### src/rtl/tdc_readout_pkg.sv
// tdc_readout_pkg: shared types and defaults for the readout sequencer.
// Holds the FSM state encoding, the idle address and parameter defaults.
package tdc_readout_pkg;

    typedef enum logic [1:0] {
        ST_IDLE    = 2'd0,
        ST_SETTLE  = 2'd1,
        ST_PRESENT = 2'd2,
        ST_DONE    = 2'd3
    } state_e;

    // Address 31 is decoded as "no byte selected".
    localparam logic [4:0] IDLE_ADDR = 5'd31;

    localparam int DEF_SETTLE_CYCLES = 2;
    localparam int DEF_LAST_ADDR     = 23;
    localparam int DEF_SKIP_ADDR     = 6;

    // Next readout address, hopping over the unpopulated slot.
    function automatic logic [4:0] step_addr(
        input logic [4:0] a,
        input logic [4:0] skip
    );
        logic [4:0] n;
        n = a + 5'd1;
        return (n == skip) ? n + 5'd1 : n;
    endfunction

endpackage

### src/rtl/readout_seq_if.sv
// readout_seq_if: control, data and handshake bundle of the readout sequencer.
// master: sequencer side (drives addr/byte_out/byte_valid/last/busy/done);
// slave: controller and readout-bus side (drives start/abort/data_in/out_ready).
interface readout_seq_if;

    logic       start;
    logic       abort;
    logic [7:0] data_in;
    logic       out_ready;
    logic [4:0] addr;
    logic [7:0] byte_out;
    logic       byte_valid;
    logic       last;
    logic       busy;
    logic       done;

    modport master (
        input  start,
        input  abort,
        input  data_in,
        input  out_ready,
        output addr,
        output byte_out,
        output byte_valid,
        output last,
        output busy,
        output done
    );

    modport slave (
        output start,
        output abort,
        output data_in,
        output out_ready,
        input  addr,
        input  byte_out,
        input  byte_valid,
        input  last,
        input  busy,
        input  done
    );

endinterface

### src/rtl/readout_seq.sv
// readout_seq: walks the byte-select address over one readout frame, lets the
// shared bus settle, captures each byte and offers it on a valid/ready output.
// Ports: clk, reset (sync, active high), bus (readout_seq_if.master):
//   start/abort/data_in/out_ready in; addr/byte_out/byte_valid/last/busy/done out.
module readout_seq
    import tdc_readout_pkg::*;
#(
    parameter int SETTLE_CYCLES = DEF_SETTLE_CYCLES,
    parameter int LAST_ADDR     = DEF_LAST_ADDR,
    parameter int SKIP_ADDR     = DEF_SKIP_ADDR
) (
    input  logic          clk,
    input  logic          reset,
    readout_seq_if.master bus
);

    localparam logic [3:0] CNT_RELOAD = 4'(SETTLE_CYCLES - 1);
    localparam logic [4:0] LAST_A     = 5'(LAST_ADDR);
    localparam logic [4:0] SKIP_A     = 5'(SKIP_ADDR);
    // A frame normally opens at address 0 unless that slot is the skipped one.
    localparam logic [4:0] FIRST_A    = (SKIP_A == 5'd0) ? 5'd1 : 5'd0;

    state_e     state_q, state_d;
    logic [4:0] addr_q,  addr_d;
    logic [7:0] byte_q,  byte_d;
    logic [3:0] cnt_q,   cnt_d;

    always_ff @(posedge clk) begin
        if (reset) begin
            state_q <= ST_IDLE;
            addr_q  <= IDLE_ADDR;
            byte_q  <= 8'd0;
            cnt_q   <= 4'd0;
        end else begin
            state_q <= state_d;
            addr_q  <= addr_d;
            byte_q  <= byte_d;
            cnt_q   <= cnt_d;
        end
    end

    always_comb begin
        state_d = state_q;
        addr_d  = addr_q;
        byte_d  = byte_q;
        cnt_d   = cnt_q;
        unique case (state_q)
            ST_IDLE: begin
                // abort in IDLE masks a simultaneous start
                if (bus.start && !bus.abort) begin
                    state_d = ST_SETTLE;
                    addr_d  = FIRST_A;
                    cnt_d   = CNT_RELOAD;
                end
            end
            ST_SETTLE: begin
                if (bus.abort) begin
                    state_d = ST_IDLE;
                    addr_d  = IDLE_ADDR;
                    cnt_d   = 4'd0;
                end else if (cnt_q == 4'd0) begin
                    state_d = ST_PRESENT;
                    byte_d  = bus.data_in;
                end else begin
                    cnt_d = cnt_q - 4'd1;
                end
            end
            ST_PRESENT: begin
                if (bus.abort) begin
                    state_d = ST_IDLE;
                    addr_d  = IDLE_ADDR;
                    cnt_d   = 4'd0;
                end else if (bus.out_ready) begin
                    if (addr_q == LAST_A) begin
                        state_d = ST_DONE;
                        addr_d  = IDLE_ADDR;
                    end else begin
                        state_d = ST_SETTLE;
                        addr_d  = step_addr(addr_q, SKIP_A);
                        cnt_d   = CNT_RELOAD;
                    end
                end
            end
            ST_DONE: begin
                // done pulses for exactly this one cycle; abort is ignored
                state_d = ST_IDLE;
            end
            default: begin
                state_d = ST_IDLE;
                addr_d  = IDLE_ADDR;
            end
        endcase
    end

    assign bus.addr       = addr_q;
    assign bus.byte_out   = byte_q;
    assign bus.byte_valid = (state_q == ST_PRESENT);
    assign bus.last       = (state_q == ST_PRESENT) && (addr_q == LAST_A);
    assign bus.busy       = (state_q != ST_IDLE);
    assign bus.done       = (state_q == ST_DONE);

endmodule

### src/flat_wrapper.sv
// flat-port wrapper written by rule: the top's interface ports become plain ports
module readout_seq_flat import tdc_readout_pkg::*;
#(
    parameter int SETTLE_CYCLES = DEF_SETTLE_CYCLES,
    parameter int LAST_ADDR     = DEF_LAST_ADDR,
    parameter int SKIP_ADDR     = DEF_SKIP_ADDR
)
  (clk, reset, bus_start, bus_abort, bus_data_in, bus_out_ready, bus_addr, bus_byte_out, bus_byte_valid, bus_last, bus_busy, bus_done);
  readout_seq_if bus_i ();
  input  logic clk;
  input  logic reset;
  input wire logic [$bits(bus_i.start)-1:0] bus_start;
  input wire logic [$bits(bus_i.abort)-1:0] bus_abort;
  input wire logic [$bits(bus_i.data_in)-1:0] bus_data_in;
  input wire logic [$bits(bus_i.out_ready)-1:0] bus_out_ready;
  output wire logic [$bits(bus_i.addr)-1:0] bus_addr;
  output wire logic [$bits(bus_i.byte_out)-1:0] bus_byte_out;
  output wire logic [$bits(bus_i.byte_valid)-1:0] bus_byte_valid;
  output wire logic [$bits(bus_i.last)-1:0] bus_last;
  output wire logic [$bits(bus_i.busy)-1:0] bus_busy;
  output wire logic [$bits(bus_i.done)-1:0] bus_done;
  assign bus_i.start = bus_start;
  assign bus_i.abort = bus_abort;
  assign bus_i.data_in = bus_data_in;
  assign bus_i.out_ready = bus_out_ready;
  assign bus_addr = bus_i.addr;
  assign bus_byte_out = bus_i.byte_out;
  assign bus_byte_valid = bus_i.byte_valid;
  assign bus_last = bus_i.last;
  assign bus_busy = bus_i.busy;
  assign bus_done = bus_i.done;
  readout_seq #(.SETTLE_CYCLES(SETTLE_CYCLES), .LAST_ADDR(LAST_ADDR), .SKIP_ADDR(SKIP_ADDR)) u_core (.clk(clk), .reset(reset), .bus(bus_i));
endmodule
### config.mk
export PLATFORM = sky130hd
export DESIGN_NAME = readout_seq_flat
export DESIGN_NICKNAME = d
export VERILOG_FILES = /design/src/rtl/tdc_readout_pkg.sv /design/src/rtl/readout_seq_if.sv /design/src/rtl/readout_seq.sv /design/src/flat_wrapper.sv
export SDC_FILE = /design/constraint.sdc
export NUM_CORES = 1
export LEC_CHECK = 0
export ABC_AREA = 1
export CORE_UTILIZATION = 51
export DETAILED_ROUTE_END_ITERATION = 7
export PLACE_DENSITY = 0.87
export RECOVER_POWER = 50
export SLEW_MARGIN = 20
export SYNTH_ARGS = -nofsm -noshare
export SYNTH_HDL_FRONTEND = slang
export SYNTH_SLANG_ARGS = --single-unit
export TNS_END_PERCENT = 50
### constraint.sdc
create_clock -name clk -period 4.7 [get_ports clk]
set_input_delay 0.94 -clock clk [delete_from_list [all_inputs] [get_ports clk]]
set_output_delay 0.94 -clock clk [all_outputs]
set_load 0.005 [all_outputs]
==> flow_metrics.py <==
metrics = {
    "grt": {
        "antenna_found_initial": 0,
        "grt_pass1_wl_um": 4170,
        "grt_max_degree": 14,
        "grt_pass1_vias": 1039,
        "grt_overflow_total": 0,
        "grt_usage": 0.225,
    },
    "placed_design": {
        "hpwlAfterDp_um": 1950,
        "pre_cts_slack_ns": 2.09,
        "place_area_sq_um": 1430,
        "io_buffers": 29,
        "gp_congestion": 0.829,
    },
    "clock_network": {
        "htree_levels": 1,
        "worstSkewPairLatency_ns": 0.30,
        "postCtsHoldBufs": 0,
        "postCtsSetupBuffers": 0,
        "cts-resized-gates": 0,
        "clk_pin_slew_ns": 0.11,
        "cts_inserted_buffers": 3,
        "cts_tree": "done",
        "clockBufferDepth": 2,
        "clkSinkCount": 19,
        "clock-root-buffer": "clkbuf_4",
    },
    "drt": {
        "drt-total-wl_um": 2410,
        "drt_pre_antenna_iters": 4,
        "via_count": 1133,
        "drtAntennaViolNets": 0,
        "drt_iter0_drc": 18,
        "wl_per_cell_um": 10.7,
        "drc": 0,
        "viasPerCell": 5.04,
    },
    "critical_path": {
        "r2r_end": "u_core.cnt_q[3]",
        "reg2reg_depth": 13,
        "r2r_setup_slack_ns": 2.64,
        "r2r_start": "u_core.state_q[1]",
        "cp-end-kind": "primary output",
        "crit_path_max_incr_delay_ns": 0.51,
        "cpMaxStageDelayCell": "clkdlybuf4s50_1",
        "start_kind": "register",
        "cp.arrival_ns": 1.89,
        "required_ns": 3.76,
        "path_cells": "ha_1 > nand4_1 > nor2_1 > clkdlybuf4s50_1",
        "crit_fanout": 7,
        "critical_path_class": "register to primary output",
    },
    "sta": {
        "rsz0062_at_grt": "no",
        "min_period_over_period": 0.602,
        "drv_slew": 0,
        "skew_ns": 0.00427,
        "worst-slew-pin-transition_ns": 0.495,
        "fmax_ghz": 0.353,
        "final-hold-violation-count": 0,
        "tns_ns": 0,
        "min_period_ns": 2.83,
        "maxSlewHeadroom": 0.669,
        "setup_viol": 0,
        "timing.final.ws_setup_ns": 1.87,
    },
    "pwr": {
        "p_per_area_nw_per_um2": 334,
        "p_total_w": 0.000484,
        "ir_drop_uv": 272,
        "leakagePower_nw": 0.707,
    },
    "outcome": {
        "status": "complete, no violations",
    },
    "logic_synthesis": {
        "ys_seq_elements": 19,
        "syn_area_per_cell_sq_um": 6.71,
        "yosysWarnings": 0,
        "synth_area_sq_um": 1120,
        "synth.distinct_cells": 24,
        "syn_inst": 167,
        "synth_fp_nets": 189,
        "seq_area_frac_synth": 0.340,
    },
    "floorplan": {
        "fp-row-count": 16,
        "ios": 30,
        "die_y_um": 48.9,
        "fp.dieW_um": 48.9,
        "start_util": 0.554,
        "fp.dieArea_sq_um": 2390,
        "core_area_sq_um": 2020,
    },
    "final_layout": {
        "drive_gt1_frac": 0.0303,
        "nNetsFinal": 221,
        "n_antenna_cell": 0,
        "area_growth_pct": 29.2,
        "final_area_sq_um": 1450,
    },
    "flow_run": {
        "max-cap-violations": 0,
    },
    "min_path": {
        "hold_start": "u_core.state_q[1]",
        "hp-class": "register to register",
        "hold_end": "u_core.state_q[1]",
        "hold_depth": 2,
    },
}
## how the worst max path moves through the flow
stage / endpoint / cells past startpoint / slack [ns] / startpoint
finish: bus_last / 4 / 1.87 / u_core.bus.addr[0]
global route: bus_last / 4 / 1.71 / u_core.bus.addr[1]
CTS: bus_last / 4 / 1.88 / u_core.bus.addr[0]
detailed placement: u_core.bus.addr[1] / 9 / 2.09 / bus_abort
global placement: u_core.bus.addr[4] / 9 / 2.10 / bus_abort
floorplan: bus_last / 3 / 2.84 / u_core.bus.addr[0]
## synth_stat cells, drive strengths merged
cell type / instances / share of area
ha: 9 / 0.10
dfxtp: 19 / 0.34
nand2: 39 / 0.13
nand4: 2 / 0.011
nand3: 11 / 0.049
o211ai: 2 / 0.013
o21bai: 1 / 0.0067
clkbuf: 1 / 0.0033
inv: 26 / 0.087
buf: 1 / 0.010
nand3b: 1 / 0.0067
o21ai: 14 / 0.063
nor3: 2 / 0.0089
a22oi: 2 / 0.013
a31oi: 1 / 0.0056
nor2: 28 / 0.11
or2: 1 / 0.0056
and2: 1 / 0.0056
xor2: 1 / 0.0078
a21oi: 5 / 0.022
## final cells by class
class                      instances  area (sq um)
multi-input combinational        120           617
fill                             185           576
sequential                        19           380
timing repair buffer              29           290
inverter                          26          97.6
tap                               27          33.8
clock buffer                       3          22.5
clock inverter                     1          5.00
## cells in the final DEF, fill, tap and decap left out, drive strengths merged, types with 3 or more instances in the layout
master         count
nand2             39
nor2              28
inv               25
clkdlybuf4s50     20
dfxtp             19
o21ai             14
nand3             11
ha                 9
dlygate4sd3        9
a21oi              5
clkbuf             3
## through the flow
| stage | hold slack (ns) | utilization | cells |
|---|---|---|---|
| after floorplan | 0.471 | - | 167 |
| after global placement | 0.492 | 0.707 | 221 |
| after detailed placement | 0.505 | 0.707 | 221 |
| after CTS | 0.524 | 0.720 | 225 |
| after global routing | 0.554 | 0.715 | 225 |
| final | 0.520 | 0.715 | 225 |
## where the power goes
part / internal [W] / leakage [nW] / total (W) / switching, W
sequential: 0.000186 / 0.156 / 0.000210 / 0.0000240
combinational: 0.0000871 / 0.533 / 0.000192 / 0.000105
clock: 0.0000317 / 0.0177 / 0.0000815 / 0.0000498
## critical path: cells and delay by family (launching register included)
kind,cells,cell delay [ns]
adder cells (fa/ha/maj),1,0.27
AND/OR/NAND/NOR,2,0.35
buffers and inverters,1,0.51
flip-flops,1,0.46
## sequential cells by signal (all words and copies together) (netlist names)
signal and count:
u_core.bus.byte_out 8, u_core.state_q 2, u_core.cnt_q 4, u_core.bus.addr 5
## layer usage
layer | up-vias | track usage | part of all wire
met5 | - | 0 | 0
met3 | 2 | 0.0467 | 0.034
met2 | 25 | 0.424 | 0.49
met1 | 518 | 0.247 | 0.47
met4 | 0 | 0.0735 | 0.0087
li1 | 588 | - | -
## logic make-up after synthesis
family / Yosys count / share of synthesized area
simple gates: 85 / 0.327
xor+xnor: 1 / 0.00782
compound gates: 25 / 0.124
fa+ha+maj: 9 / 0.101
buf+inv: 28 / 0.101
flops: 19 / 0.340
Power figures use the tool's default switching activity.
